==> src/rtl/serial_subtractor.sv <==
// serial_subtractor: bit-serial a - b, LSB first, one full-subtractor cell
// plus a registered borrow. Start/done handshake; busy covers RUN and DONE.
// Optional signed overflow output is compiled in with SERIAL_SUB_SIGNED_EN.
//
// state  | meaning
// -------+-----------------------------------------------------------
// IDLE   | waiting for start; diff/borrow_out hold the last result
// RUN    | one result bit per clock, WIDTH clocks in total
// DONE   | done pulse for one cycle, result valid, then back to IDLE

module serial_subtractor #(
  parameter int WIDTH = 8
) (
  input  logic             clk,
  input  logic             rst,
  input  logic             start,
  input  logic [WIDTH-1:0] a,
  input  logic [WIDTH-1:0] b,
  output logic [WIDTH-1:0] diff,
  output logic             borrow_out,
  output logic             busy,
  output logic             done
`ifdef SERIAL_SUB_SIGNED_EN
  ,
  output logic             overflow
`endif
);

  localparam int CW = $clog2(WIDTH + 1);
  localparam logic [CW-1:0] CNT_LAST = CW'(WIDTH);

  typedef enum logic [1:0] {
    S_IDLE,
    S_RUN,
    S_DONE
  } state_t;

  state_t           state_q, state_d;
  logic [WIDTH-1:0] a_sh_q, a_sh_d;
  logic [WIDTH-1:0] b_sh_q, b_sh_d;
  logic [WIDTH-1:0] res_q, res_d;
  logic             bin_q, bin_d;
  logic [CW-1:0]    cnt_q, cnt_d;
  logic             busy_q, busy_d;
  logic             done_q, done_d;

  logic ai, bi, d_bit, bout;

  // Full-subtractor cell on the current operand LSBs and the stored borrow.
  always_comb begin
    ai    = a_sh_q[0];
    bi    = b_sh_q[0];
    d_bit = ai ^ bi ^ bin_q;
    bout  = (~ai & bi) | (~(ai ^ bi) & bin_q);
  end

  // Next-state and datapath update; everything holds unless the FSM moves it.
  always_comb begin
    state_d = state_q;
    a_sh_d  = a_sh_q;
    b_sh_d  = b_sh_q;
    res_d   = res_q;
    bin_d   = bin_q;
    cnt_d   = cnt_q;
    case (state_q)
      S_IDLE: begin
        if (start) begin
          a_sh_d  = a;
          b_sh_d  = b;
          bin_d   = 1'b0;
          cnt_d   = '0;
          state_d = S_RUN;
        end
      end
      S_RUN: begin
        a_sh_d            = a_sh_q >> 1;
        b_sh_d            = b_sh_q >> 1;
        res_d             = res_q >> 1;
        res_d[WIDTH-1]    = d_bit;
        bin_d             = bout;
        cnt_d             = cnt_q + CW'(1);
        if (cnt_d == CNT_LAST) begin
          state_d = S_DONE;
        end
      end
      S_DONE: begin
        state_d = S_IDLE;
      end
      default: begin
        state_d = S_IDLE;
      end
    endcase
    // Status outputs are registered from the next state so they line up
    // with the state they describe.
    busy_d = (state_d != S_IDLE);
    done_d = (state_d == S_DONE);
  end

  // State, datapath and status registers.
  always_ff @(posedge clk or posedge rst) begin
    if (rst) begin
      state_q <= S_IDLE;
      a_sh_q  <= '0;
      b_sh_q  <= '0;
      res_q   <= '0;
      bin_q   <= 1'b0;
      cnt_q   <= '0;
      busy_q  <= 1'b0;
      done_q  <= 1'b0;
    end else begin
      state_q <= state_d;
      a_sh_q  <= a_sh_d;
      b_sh_q  <= b_sh_d;
      res_q   <= res_d;
      bin_q   <= bin_d;
      cnt_q   <= cnt_d;
      busy_q  <= busy_d;
      done_q  <= done_d;
    end
  end

  assign diff       = res_q;
  assign borrow_out = bin_q;
  assign busy       = busy_q;
  assign done       = done_q;

`ifdef SERIAL_SUB_SIGNED_EN
  // The operand registers are shifted away during RUN, so the sign bits
  // are kept separately for the overflow decision at the last bit.
  logic a_msb_q, a_msb_d;
  logic b_msb_q, b_msb_d;
  logic ovf_q, ovf_d;

  // Capture sign bits on accept; resolve overflow on the final RUN edge,
  // where d_bit is the result MSB.
  always_comb begin
    a_msb_d = a_msb_q;
    b_msb_d = b_msb_q;
    ovf_d   = ovf_q;
    if (state_q == S_IDLE && start) begin
      a_msb_d = a[WIDTH-1];
      b_msb_d = b[WIDTH-1];
    end
    if (state_q == S_RUN && state_d == S_DONE) begin
      ovf_d = (a_msb_q != b_msb_q) && (d_bit != a_msb_q);
    end
  end

  // Sign-bit and overflow registers.
  always_ff @(posedge clk or posedge rst) begin
    if (rst) begin
      a_msb_q <= 1'b0;
      b_msb_q <= 1'b0;
      ovf_q   <= 1'b0;
    end else begin
      a_msb_q <= a_msb_d;
      b_msb_q <= b_msb_d;
      ovf_q   <= ovf_d;
    end
  end

  assign overflow = ovf_q;
`endif

endmodule

==> config.mk <==
export PLATFORM = sky130hd
export DESIGN_NAME = serial_subtractor
export DESIGN_NICKNAME = d
export VERILOG_FILES = /design/src/rtl/serial_subtractor.sv
export SDC_FILE = /design/constraint.sdc
export NUM_CORES = 1
export LEC_CHECK = 0
export BUFFER_PORTS_ARGS = -buffer_cell sky130_fd_sc_hd__buf_2
export CAP_MARGIN = 20
export CORE_MARGIN = 4
export CORE_UTILIZATION = 57
export CTS_CLUSTER_SIZE = 28
export DETAILED_ROUTE_END_ITERATION = 7
export PLACE_DENSITY = 0.9
export REMOVE_ABC_BUFFERS = 1
export SLEW_MARGIN = 0
export SYNTH_ARGS = -nofsm -noshare
export SYNTH_HDL_FRONTEND = slang
export SYNTH_SLANG_ARGS = --single-unit
export TNS_END_PERCENT = 50
==> constraint.sdc <==
create_clock -name clk -period 2.2 [get_ports clk]
set_input_delay 0 -clock clk [delete_from_list [all_inputs] [get_ports clk]]
set_output_delay 0 -clock clk [all_outputs]
set_load 0.1 [all_outputs]
After elaboration in Yosys (flattened, before gate mapping)
Index checks and enable logic that the tools add are counted.
Cells by class
  add/subtract/negate cells: 1
  eq/ne operators: 4
  reduce and logical (&&, ||, !) cells: 4
  mux-type cells: 11
  bitwise logic cells: 7
Operator list (number)
  one-hot mux 8 bit (2 select lines): 2
  two-way mux 8 bit: 2
  one-hot mux 4 bit (2 select lines): 1
  adder 4 x 1 -> 4 bit (second input constant): 1
  equality test 4 bit (second input constant): 1
  two-way mux 2 bit: 2
  two-way mux 4 bit: 1
  one-hot mux 2 bit (2 select lines): 1
  nonzero test 2 bit: 2
  AND 1 bit: 2
  equality test 2 x 1 -> 1 bit (second input constant): 1
  equality test 2 bit (second input constant): 1
  zero test 2 bit: 1
  != test 2 bit (second input constant): 1
  NOT 1 bit: 2
  one-hot mux 1 bit (2 select lines): 1
  AND reduction 2 bit: 1
  bitwise XOR 1 bit: 2
  two-way mux 1 bit: 1
  OR 1 bit: 1
Word-level totals
  input bits: 19
  register bits after elaboration: 33
  output and inout port bits: 11

Logic depth before layout (Yosys ltp)
Gate-level depths: netlist of the first run.
  depth in word-level cells: 5
  gate-level depth with buffers: 5
  mapped depth without buffers: 4

Least setup slack after synthesis of the first run
Ideal clock, no wire load.
  path kind: register to register
  start: register bin_q (netlist: borrow_out)
  end: register res_q[7] (netlist: diff[7])
  clock period less this slack: 1.659 ns
  path buffers: 0
  arrival time: 1.582 ns
  stages on the path, launching flop included: 3
  path slack: 0.541 ns
  library setup time: 0.078 ns
  cell sequence: dfrtp_1 fa_1 a21oi_1
Between the ends
  cells in the longest elaborated chain, start to end: 1
RTL lines
  start, declared: line 42  | logic bin_q, bin_d;
  start signal, assigned: line 115  | bin_q <= bin_d;
  bitwise XOR 1 bit: line 53  | d_bit = ai ^ bi ^ bin_q;
  end signal, assigned: line 114  | res_q <= res_d;
  end, declared: line 41  | logic [WIDTH-1:0] res_q, res_d;
No other way between the ends.
A chain may end at the register's enable or synchronous reset.

Worst setup path in the final report of the first run
  start: register state_q[0]
  end: register res_q[3] (netlist: diff[3])
Between the ends
  cells in the longest elaborated chain, start to end: 1
RTL lines
  start, declared: line 38  | state_t state_q, state_d;
  start signal, assigned: line 111  | state_q <= state_d;
  equality test 2 x 1 -> 1 bit: line 65  | case (state_q)
No other way between the ends.

==> impl_table.tex, run 1 <==
\begin{tabular}{lr}
\hline
Metric & Value \\
\hline
\multicolumn{2}{l}{\textbf{Outcome}} \\
\quad Outcome & complete, no violations \\
\multicolumn{2}{l}{\textbf{STA}} \\
\quad Post-route clock period utilization & 0.700 \\
\quad Final-layout worst hold slack & 0.0988 ns \\
\quad Transition time at the pin with the least slew margin & 0.491 ns \\
\quad Setup clock skew after layout & 0.0159 ns \\
\quad Worst slew margin relative to its limit & 0.675 \\
\quad Number of max-slew violations in the final report & 0 \\
\quad Min Clock Period, post-route & 1.54 ns \\
\quad Setup total negative slack & 0 ns \\
\quad Setup repair after global routing missed its margin & no \\
\quad Maximum clock rate & 649 MHz \\
\quad Fin. Hold Viols & 0 \\
\quad Setup-failing EPs final & 0 \\
\multicolumn{2}{l}{\textbf{Synth}} \\
\quad Share of flip-flops with an asynchronous set or reset & 1.00 \\
\quad Number of enable flip-flop cells after synthesis & 0 \\
\quad Most frequently used flop master after synthesis & sky130\_fd\_sc\_hd\_\_dfrtp\_1 \\
\quad Synth cell types & 27 \\
\quad Largest family of logic cells by synthesized area & compound AO/OA/AOI/OAI gates \\
\quad Post-synthesis mux area share & 0.115 \\
\quad Synth warn & 0 \\
\quad Synth Area in Simple Gates & 0.0982 \\
\quad Mean Syn Cell Area & 11.6 um\^{}2 \\
\quad \#FFs+latches synth & 33 \\
\quad Number of cells produced by synthesis & 126 \\
\quad Synthesized-area fraction occupied by xor and xnor cells & 0.00598 \\
\quad Post-synthesis instance area & 1470 um\^{}2 \\
\quad Share of synthesized cell area in full adder, half adder and majority cells & 0.0222 \\
\quad Share of the synthesized area in compound gates (AO/OA/AOI/OAI) & 0.151 \\
\quad Share of the yosys chip area belonging to registers & 0.564 \\
\multicolumn{2}{l}{\textbf{Clock tree}} \\
\quad Clock Tree Buf Depth & 2 \\
\quad TritonCTS sink count & 33 \\
\quad Buffer cell driving the clock tree root & sky130\_fd\_sc\_hd\_\_clkbuf\_4 \\
\quad Clock latency on the worst-skew pair & 0.33 ns \\
\quad TritonCTS clock tree & yes \\
\quad Clk slew on worst S/H paths & 0.10 ns \\
\quad Post-cts sizing count & 0 \\
\quad Cts bufs inserted & 5 \\
\quad H-tree depth reported by CTS & 2 \\
\quad Post-CTS Setup Repair Bufs & 0 \\
\multicolumn{2}{l}{\textbf{Placement}} \\
\quad PortBufs & 29 \\
\quad Detail Placement HPWL & 1.96 mm \\
\quad \# placed instances & 182 \\
\quad Global placer's final weighted congestion & 0.756 \\
\quad Post-place instance area & 1630 um\^{}2 \\
\multicolumn{2}{l}{\textbf{Drt}} \\
\quad Total wire length after detailed routing & 2.93 mm \\
\quad Total number of vias & 1,123 \\
\quad Number of remaining DRC errors & 0 \\
\quad Detail-routed via count per cell & 5.43 \\
\quad Routed Antenna Nets & 0 \\
\quad Number of search-and-repair iterations in the first detailed-routing pass & 4 \\
\quad Routed wire length per instance & 14.1 um \\
\quad Number of DRC violations after detailed-routing iteration 0 & 33 \\
\multicolumn{2}{l}{\textbf{Critical path}} \\
\quad Arrival time worst endpoint & 1.76 ns \\
\quad CP required & 2.42 ns \\
\quad Kind of critical path & reg2reg \\
\quad Crit-path max FO & 11 \\
\quad Critical-path top delay cell & sky130\_fd\_sc\_hd\_\_dfrtp\_1 \\
\quad Cells along the critical path & nor2b\_4, buf\_4, mux2\_2 \\
\quad Stage delay of the slowest cell on the critical path & 0.51 ns \\
\quad Worst setup EP type & register \\
\quad Crit start category & register \\
\multicolumn{2}{l}{\textbf{Cells and area}} \\
\quad Leading cell types in the layout, fill and taps excluded & sky130\_fd\_sc\_hd\_\_dfrtp\_1 (33), sky130\_fd\_sc\_hd\_\_buf\_2 (29), sky130\_fd\_sc\_hd\_\_dlygate4sd3\_1 (17) \\
\quad Layout-stage area growth over the synthesis result & 26.0\% \\
\quad Fraction of final layout cells sized beyond drive strength 1 & 0.282 \\
\quad Inserted Diodes & 0 \\
\quad Fin area & 1850 um\^{}2 \\
\quad Utilization after layout & 0.752 \\
\quad Non-Filler Instances & 207 \\
\quad Most frequent standard cell in the layout excluding fill and tap cells & sky130\_fd\_sc\_hd\_\_dfrtp\_1 \\
\quad Layout Nets & 197 \\
\multicolumn{2}{l}{\textbf{Global route}} \\
\quad Antenna violations before repair & 0 \\
\quad Vias in the first global route & 1,114 \\
\quad Total track usage & 0.197 \\
\quad Grt ovf & 0 \\
\quad First-pass GRT wire length & 4.99 mm \\
\quad Largest net degree at the start of global routing & 34 \\
\multicolumn{2}{l}{\textbf{Job}} \\
\quad Max-cap viol count & 0 \\
\multicolumn{2}{l}{\textbf{Floorplanning}} \\
\quad Die height & 58.7 um \\
\quad Die X-Extent & 58.7 um \\
\quad Std-Cell Core Area & 2450 um\^{}2 \\
\quad Rows & 18 \\
\quad Number of top-level pins & 30 \\
\quad Area of the die & 3450 um\^{}2 \\
\quad Starting density of the core & 0.597 \\
\multicolumn{2}{l}{\textbf{Min path}} \\
\quad HP Class & in2reg \\
\multicolumn{2}{l}{\textbf{Power}} \\
\quad IR Drop Worst-Case VDD & 1.28 mV \\
\quad Pleak & 0.000908 uW \\
\quad Total power per unit cell area & 1570 nW/um\^{}2 \\
\hline
\end{tabular}
==> cell usage after synthesis, types with 2 or more instances <==
| cell | count | area, um^2 |
|---|---|---|
| sky130_fd_sc_hd__nand3_1 | 3 | 15.0 |
| sky130_fd_sc_hd__mux2i_1 | 9 | 90.1 |
| sky130_fd_sc_hd__a21oi_1 | 7 | 35.0 |
| sky130_fd_sc_hd__inv_1 | 3 | 11.3 |
| sky130_fd_sc_hd__nor2b_1 | 5 | 31.3 |
| sky130_fd_sc_hd__o21ai_0 | 7 | 35.0 |
| sky130_fd_sc_hd__nor2_1 | 4 | 15.0 |
| sky130_fd_sc_hd__o21ai_1 | 9 | 45.0 |
| sky130_fd_sc_hd__buf_4 | 2 | 15.0 |
| sky130_fd_sc_hd__mux2_2 | 7 | 78.8 |
| sky130_fd_sc_hd__a22oi_1 | 5 | 37.5 |
| sky130_fd_sc_hd__buf_2 | 3 | 15.0 |
| sky130_fd_sc_hd__a22o_1 | 4 | 35.0 |
| sky130_fd_sc_hd__nand2_1 | 12 | 45.0 |
| sky130_fd_sc_hd__buf_6 | 2 | 22.5 |
| sky130_fd_sc_hd__dfrtp_1 | 33 | 826 |
==> stage by stage <==
stage	setup slack, ns	total power (uW)
after floorplan	0.540	2260
after global placement	0.764	2510
after detailed placement	0.687	2570
after CTS	0.676	2920
after global routing	0.576	3070
final	0.659	2900
==> metal layers <==
layer  GRT usage  routed length [um]  vias up
met5           0                   0        -
met4      0.0809                  67        0
met3      0.0614                 162        6
met2       0.329                1480       30
met1       0.238                1220      542
li1            -                   -      545
==> what timing repair did <==
action                     CTS  global route
hold buffers                17             0
setup endpoints to repair    0             0
hold endpoints to repair    49             0
==> logic make-up (layout without fill, tap and decap cells) <==
| logic type | Yosys count | in the layout |
|---|---|---|
| xor gates and xnor gates | 1 | 1 |
| DFF | 33 | 33 |
| buffers and inverters | 10 | 61 |
| AOI/OAI and AO/OA | 36 | 36 |
| adders and majority gates | 2 | 2 |
| and+or+nand+nor | 28 | 28 |
| muxes | 16 | 16 |
==> critical path, delay by kind of cell, from the launching register on <==
kind	cells	cell delay [ns]
buf+inv	1	0.24
simple gates	1	0.33
flops	1	0.51
mux	1	0.35
==> registers in the layout (all words and copies together), names as in the netlist <==
| name | cells |
|---|---|
| diff | 8 |
| borrow_out | 1 |
| done | 1 |
| state_q | 2 |
| cnt_q | 4 |
| busy | 1 |
| a_sh_q | 8 |
| b_sh_q | 8 |
==> cell type report <==
cell class | instances | area (um^2)
tap | 30 | 37.5
sequential | 33 | 826
inverter | 3 | 11.3
fill | 170 | 608
timing repair buffer | 50 | 345
clock inverter | 2 | 10.0
clock buffer | 6 | 41.3
multi-input combinational | 83 | 576
==> power by group <==
part / internal, uW / switching [uW] / total, uW
Sequential: 855 / 193 / 1050
Clock: 122 / 198 / 320
Combinational: 439 / 1090 / 1530
Total: 1420 / 1480 / 2900
==> path summary, 6_finish.rpt <==
check	start	endpoint	slack, ns	depth (start not counted)
setup / recovery	state_q[0]$_DFF_PP0_	diff[3]$_DFFE_PP0P_	0.66	3
hold / removal	start	a_sh_q[5]$_DFFE_PP0P_	0.1	4
setup reg to reg	state_q[0]$_DFF_PP0_	diff[3]$_DFFE_PP0P_	0.66	3
hold reg to reg	b_sh_q[1]$_DFFE_PP0P_	b_sh_q[1]$_DFFE_PP0P_	0.49	2
max in group asynchronous	rst	cnt_q[3]$_DFFE_PP0P_	1.61	4
min in group asynchronous	rst	borrow_out$_DFFE_PP0P_	0.28	4
(Power assumes the default switching activity.)
==> run 2: changes to the inputs <==
CORE_UTILIZATION = 48   (was 57)
PLACE_DENSITY = 0.82   (was 0.9)
clock period = 1.4 ns   (was 2.2 ns; I/O delays follow)
==> run 2 against run 1 <==
- combinational power up 62%
- die area up 16%
- clock skew down 0.0072 ns
- global-route usage down 4.0 points
- hold slack better by 0.015 ns
- wire length down 2.5%
- setup slack worse by 0.52 ns
- non-clock buffer count up 3
- first-iteration DRC count up 64%
- critical path type unchanged
==> impl_table.tex, run 2 (synthesis results as in run 1) <==
\begin{tabular}{lr}
\hline
Metric & Value \\
\hline
\multicolumn{2}{l}{\textbf{Drt}} \\
\quad Total number of vias & 1,099 \\
\quad Number of remaining DRC errors & 0 \\
\quad Total wire length after detailed routing & 2.85 mm \\
\quad Number of DRC violations after detailed-routing iteration 0 & 54 \\
\quad Detail-routed via count per cell & 5.21 \\
\quad Routed wire length per instance & 13.5 um \\
\quad Number of search-and-repair iterations in the first detailed-routing pass & 4 \\
\quad Routed Antenna Nets & 0 \\
\multicolumn{2}{l}{\textbf{Clock tree}} \\
\quad Clk slew on worst S/H paths & 0.10 ns \\
\quad Cts bufs inserted & 5 \\
\quad TritonCTS clock tree & yes \\
\quad Clock Tree Buf Depth & 2 \\
\quad Clock latency on the worst-skew pair & 0.33 ns \\
\quad Post-CTS Hold Fix Bufs & 17 \\
\quad TritonCTS sink count & 33 \\
\quad H-tree depth reported by CTS & 2 \\
\quad Post-cts sizing count & 0 \\
\quad Post-CTS Setup Repair Bufs & 0 \\
\quad Buffer cell driving the clock tree root & sky130\_fd\_sc\_hd\_\_clkbuf\_4 \\
\multicolumn{2}{l}{\textbf{Floorplanning}} \\
\quad Std-Cell Core Area & 2830 um\^{}2 \\
\quad Starting density of the core & 0.518 \\
\quad Die height & 63.3 um \\
\quad Rows & 19 \\
\quad Area of the die & 4000 um\^{}2 \\
\quad Die X-Extent & 63.3 um \\
\quad Number of top-level pins & 30 \\
\multicolumn{2}{l}{\textbf{Cells and area}} \\
\quad Leading cell types in the layout, fill and taps excluded & sky130\_fd\_sc\_hd\_\_dfrtp\_1 (33), sky130\_fd\_sc\_hd\_\_buf\_2 (29), sky130\_fd\_sc\_hd\_\_dlygate4sd3\_1 (17) \\
\quad Layout-stage area growth over the synthesis result & 28.5\% \\
\quad Layout Nets & 200 \\
\quad Inserted Diodes & 0 \\
\quad Fraction of final layout cells sized beyond drive strength 1 & 0.294 \\
\quad Utilization after layout & 0.666 \\
\quad Most frequent standard cell in the layout excluding fill and tap cells & sky130\_fd\_sc\_hd\_\_dfrtp\_1 \\
\multicolumn{2}{l}{\textbf{STA}} \\
\quad Min Clock Period, post-route & 1.26 ns \\
\quad Setup total negative slack & 0 ns \\
\quad Final-layout worst hold slack & 0.114 ns \\
\quad Worst slew margin relative to its limit & 0.676 \\
\quad Transition time at the pin with the least slew margin & 0.489 ns \\
\quad Maximum clock rate & 792 MHz \\
\quad Setup repair after global routing missed its margin & no \\
\quad Setup clock skew after layout & 0.00869 ns \\
\quad Setup-failing EPs final & 0 \\
\quad Post-route clock period utilization & 0.902 \\
\quad Number of max-slew violations in the final report & 0 \\
\quad Fin. Hold Viols & 0 \\
\multicolumn{2}{l}{\textbf{Power}} \\
\quad IR Drop Worst-Case VDD & 1.40 mV \\
\quad Total power per unit cell area & 2440 nW/um\^{}2 \\
\quad Pleak & 0.000929 uW \\
\multicolumn{2}{l}{\textbf{Global route}} \\
\quad Antenna violations before repair & 0 \\
\quad First-pass GRT wire length & 4.99 mm \\
\quad Vias in the first global route & 1,139 \\
\quad Grt ovf & 0 \\
\quad Largest net degree at the start of global routing & 34 \\
\quad Total track usage & 0.157 \\
\multicolumn{2}{l}{\textbf{Critical path}} \\
\quad Arrival time worst endpoint & 1.48 ns \\
\quad Kind of critical path & reg2reg \\
\quad Worst setup EP type & register \\
\quad Crit-path max FO & 27 \\
\quad CP required & 1.62 ns \\
\quad Crit start category & register \\
\multicolumn{2}{l}{\textbf{Placement}} \\
\quad PortBufs & 29 \\
\quad Global placer's final weighted congestion & 0.781 \\
\quad Detail Placement HPWL & 2.01 mm \\
\multicolumn{2}{l}{\textbf{Job}} \\
\quad Max-cap viol count & 0 \\
\multicolumn{2}{l}{\textbf{Outcome}} \\
\quad Outcome & complete, no violations \\
\multicolumn{2}{l}{\textbf{Min path}} \\
\quad HP Class & in2reg \\
\hline
\end{tabular}
[run 2: changes by cell type in the layout (fill, tap and decap cells not counted)]
cell / change
sky130_fd_sc_hd__buf_12: +1
sky130_fd_sc_hd__buf_4: +2
[run 2: worst paths after layout]
| path | from | to | slack, ns | cells after the start |
|---|---|---|---|---|
| max reg2reg | state_q[1]$_DFF_PP0_ | diff[0]$_DFFE_PP0P_ | 0.14 | 3 |
| min reg2reg | b_sh_q[2]$_DFFE_PP0P_ | b_sh_q[2]$_DFFE_PP0P_ | 0.50 | 2 |
| max | state_q[1]$_DFF_PP0_ | diff[0]$_DFFE_PP0P_ | 0.14 | 3 |
| min | start | a_sh_q[6]$_DFFE_PP0P_ | 0.11 | 4 |
| max in group asynchronous | rst | cnt_q[3]$_DFFE_PP0P_ | 0.81 | 4 |
| min in group asynchronous | rst | diff[3]$_DFFE_PP0P_ | 0.29 | 4 |
[run 2: final cells by class]
type	instances	area, um^2
clock buffer	6	41.3
clock inverter	2	10.0
fill	236	946
inverter	3	11.3
multi-input combinational	83	576
sequential	33	826
tap	31	38.8
timing repair buffer	53	380
[run 2: critical path: stages (launching register included)]
cell                      delay (ns)
sky130_fd_sc_hd__dfrtp_1        0.44
sky130_fd_sc_hd__nor2b_4        0.16
sky130_fd_sc_hd__buf_12         0.20
sky130_fd_sc_hd__mux2_2         0.35
[run 2: stage by stage]
stage / cells / total power, uW / cell area [um^2] / setup WS (ns)
2_1_floorplan: 119 / 3550 / 1410 / -0.260
3_3_place_gp: 186 / 4010 / 1660 / 0.191
3_5_place_dp: 186 / 4110 / 1660 / 0.143
4_1_cts: 211 / 4650 / 1880 / 0.126
5_1_grt: 211 / 4900 / 1880 / 0.0762
6_report: 211 / 4600 / 1880 / 0.137
[run 2: power by group]
group          switching (uW)  total, uW  internal [uW]
Combinational            1740       2480            741
Sequential                283       1630           1340
Clock                     300        491            191
[run 2: metal layers]
layer	global-route usage	routed length (um)	vias up	share of wire
met5	0	0	-	0
met4	0.0674	59	0	0.021
met3	0.0391	133	6	0.047
met2	0.261	1400	28	0.49
met1	0.195	1260	515	0.44
li1	-	-	550	-
==> run 3: changes to the inputs <==
PLACE_DENSITY = 0.84   (was 0.82)
==> run 3 against run 2 <==
- total power about the same
- maximum frequency down 0.71%
- hold slack worse by 0.0096 ns
- design area rose by 0.27%
- critical endpoint is now diff[5]$_DFFE_PP0P_
==> impl_table.tex, run 3 (synthesis results as in run 1) <==
\begin{tabular}{lr}
\hline
Metric & Value \\
\hline
\multicolumn{2}{l}{\textbf{Critical path}} \\
\quad CP required & 1.62 ns \\
\quad Cells along the critical path & nor2b\_4, buf\_12, mux2\_2 \\
\quad Cell family contributing the most delay on the critical path & flip-flops \\
\quad Stage delay of the slowest cell on the critical path & 0.44 ns \\
\quad Crit start category & register \\
\quad Critical-path top delay cell & sky130\_fd\_sc\_hd\_\_dfrtp\_1 \\
\quad Crit-path max FO & 16 \\
\quad Kind of critical path & reg2reg \\
\quad Number of buffer and inverter stages on the critical path & 1 \\
\quad Arrival time worst endpoint & 1.49 ns \\
\quad Worst setup EP type & register \\
\multicolumn{2}{l}{\textbf{Global route}} \\
\quad First-pass GRT wire length & 5.18 mm \\
\quad Grt ovf & 0 \\
\quad Vias in the first global route & 1,148 \\
\quad Total track usage & 0.171 \\
\quad Largest net degree at the start of global routing & 34 \\
\quad Antenna violations before repair & 0 \\
\multicolumn{2}{l}{\textbf{STA}} \\
\quad Setup total negative slack & 0 ns \\
\quad Maximum clock rate & 786 MHz \\
\quad Fin. Hold Viols & 0 \\
\quad Number of max-slew violations in the final report & 0 \\
\quad Setup repair after global routing missed its margin & no \\
\quad Setup clock skew after layout & 0.00274 ns \\
\quad Post-route clock period utilization & 0.909 \\
\quad Transition time at the pin with the least slew margin & 0.493 ns \\
\quad Final-layout worst hold slack & 0.104 ns \\
\quad Min Clock Period, post-route & 1.27 ns \\
\quad Worst slew margin relative to its limit & 0.673 \\
\quad Setup-failing EPs final & 0 \\
\multicolumn{2}{l}{\textbf{Clock tree}} \\
\quad Clock latency on the worst-skew pair & 0.33 ns \\
\quad TritonCTS sink count & 33 \\
\quad Post-CTS Setup Repair Bufs & 0 \\
\quad Cts bufs inserted & 5 \\
\quad H-tree depth reported by CTS & 2 \\
\quad Clock Tree Buf Depth & 2 \\
\quad Buffer cell driving the clock tree root & sky130\_fd\_sc\_hd\_\_clkbuf\_4 \\
\quad TritonCTS clock tree & yes \\
\quad Clk slew on worst S/H paths & 0.09 ns \\
\multicolumn{2}{l}{\textbf{Drt}} \\
\quad Number of remaining DRC errors & 0 \\
\quad Number of DRC violations after detailed-routing iteration 0 & 60 \\
\quad Routed Antenna Nets & 0 \\
\quad Total wire length after detailed routing & 2.90 mm \\
\quad Routed wire length per instance & 13.7 um \\
\quad Detail-routed via count per cell & 5.20 \\
\quad Number of search-and-repair iterations in the first detailed-routing pass & 4 \\
\quad Total number of vias & 1,103 \\
\multicolumn{2}{l}{\textbf{Floorplanning}} \\
\quad Std-Cell Core Area & 2830 um\^{}2 \\
\quad Number of top-level pins & 30 \\
\quad Die X-Extent & 63.3 um \\
\quad Die height & 63.3 um \\
\quad Rows & 19 \\
\quad Starting density of the core & 0.518 \\
\quad Area of the die & 4000 um\^{}2 \\
\multicolumn{2}{l}{\textbf{Placement}} \\
\quad Detail Placement HPWL & 1.96 mm \\
\quad Global placer's final weighted congestion & 0.750 \\
\quad PortBufs & 29 \\
\quad Post-place instance area & 1670 um\^{}2 \\
\multicolumn{2}{l}{\textbf{Power}} \\
\quad Total power per unit cell area & 2440 nW/um\^{}2 \\
\quad IR Drop Worst-Case VDD & 1.17 mV \\
\quad Pleak & 0.000928 uW \\
\multicolumn{2}{l}{\textbf{Cells and area}} \\
\quad Fraction of final layout cells sized beyond drive strength 1 & 0.287 \\
\quad Inserted Diodes & 0 \\
\quad Layout Nets & 201 \\
\quad Multi-input gate area & 576 um\^{}2 \\
\quad Fin area & 1890 um\^{}2 \\
\quad Register area & 826 um\^{}2 \\
\quad Layout-stage area growth over the synthesis result & 28.9\% \\
\quad Filler instances & 231 \\
\quad Most frequent standard cell in the layout excluding fill and tap cells & sky130\_fd\_sc\_hd\_\_dfrtp\_1 \\
\quad Leading cell types in the layout, fill and taps excluded & sky130\_fd\_sc\_hd\_\_dfrtp\_1 (33), sky130\_fd\_sc\_hd\_\_buf\_2 (29), sky130\_fd\_sc\_hd\_\_dlygate4sd3\_1 (17) \\
\multicolumn{2}{l}{\textbf{Min path}} \\
\quad HP Class & in2reg \\
\multicolumn{2}{l}{\textbf{Outcome}} \\
\quad Outcome & complete, no violations \\
\multicolumn{2}{l}{\textbf{Job}} \\
\quad Max-cap viol count & 0 \\
\hline
\end{tabular}
-- run 3: what timing repair did --
| item | in CTS | in global routing |
|---|---|---|
| hold buffers | 17 | 0 |
| gates resized for setup | 0 | 0 |
| hold endpoints to repair | 49 | 0 |
-- run 3: metrics by stage --
step	cells	worst slack (ns)	util	total power (uW)
floorplan	119	-0.260	-	3550
global placement	187	0.194	0.590	4010
detailed placement	187	0.136	0.590	4100
CTS	212	0.124	0.667	4650
global route	212	0.0600	0.667	4910
finish	212	0.128	0.667	4600
-- run 3: worst register-to-register path: cells and delay by family, from the launching register on --
kind	cells	cell delay (ns)
DFF	1	0.44
muxes	1	0.34
and+or+nand+nor	1	0.23
buffers and inverters	1	0.16
-- run 3: final timing paths --
kind | start | endpoint | slack, ns | cells past startpoint
setup reg to reg | state_q[0]$_DFF_PP0_ | diff[5]$_DFFE_PP0P_ | 0.13 | 3
min in group asynchronous | rst | b_sh_q[5]$_DFFE_PP0P_ | 0.31 | 4
max in group asynchronous | rst | diff[3]$_DFFE_PP0P_ | 0.80 | 4
hold reg to reg | b_sh_q[3]$_DFFE_PP0P_ | b_sh_q[3]$_DFFE_PP0P_ | 0.49 | 2
setup / recovery | state_q[0]$_DFF_PP0_ | diff[5]$_DFFE_PP0P_ | 0.13 | 3
hold / removal | start | a_sh_q[2]$_DFFE_PP0P_ | 0.10 | 4
-- run 3: final cells by class --
| class | count | area share |
|---|---|---|
| Timing Repair Buffer | 54 | 0.205 |
| Multi-Input combinational cell | 83 | 0.305 |
| Tap cell | 31 | 0.0205 |
| Clock buffer | 8 | 0.0258 |
| Sequential cell | 33 | 0.437 |
| Inverter | 3 | 0.00596 |
-- run 3: report_power, final --
group | total (uW) | switching (uW) | internal, uW
sequential | 1630 | 282 | 1340
combinational | 2480 | 1730 | 750
clock | 497 | 297 | 200
-- run 3: routing by layer --
| metal | part of all wire | GRT usage | routed length [um] |
|---|---|---|---|
| met1 | 0.41 | 0.188 | 1180 |
| met5 | 0 | 0 | 0 |
| met4 | 0.016 | 0.0889 | 46 |
| met3 | 0.049 | 0.0604 | 141 |
| met2 | 0.53 | 0.291 | 1530 |
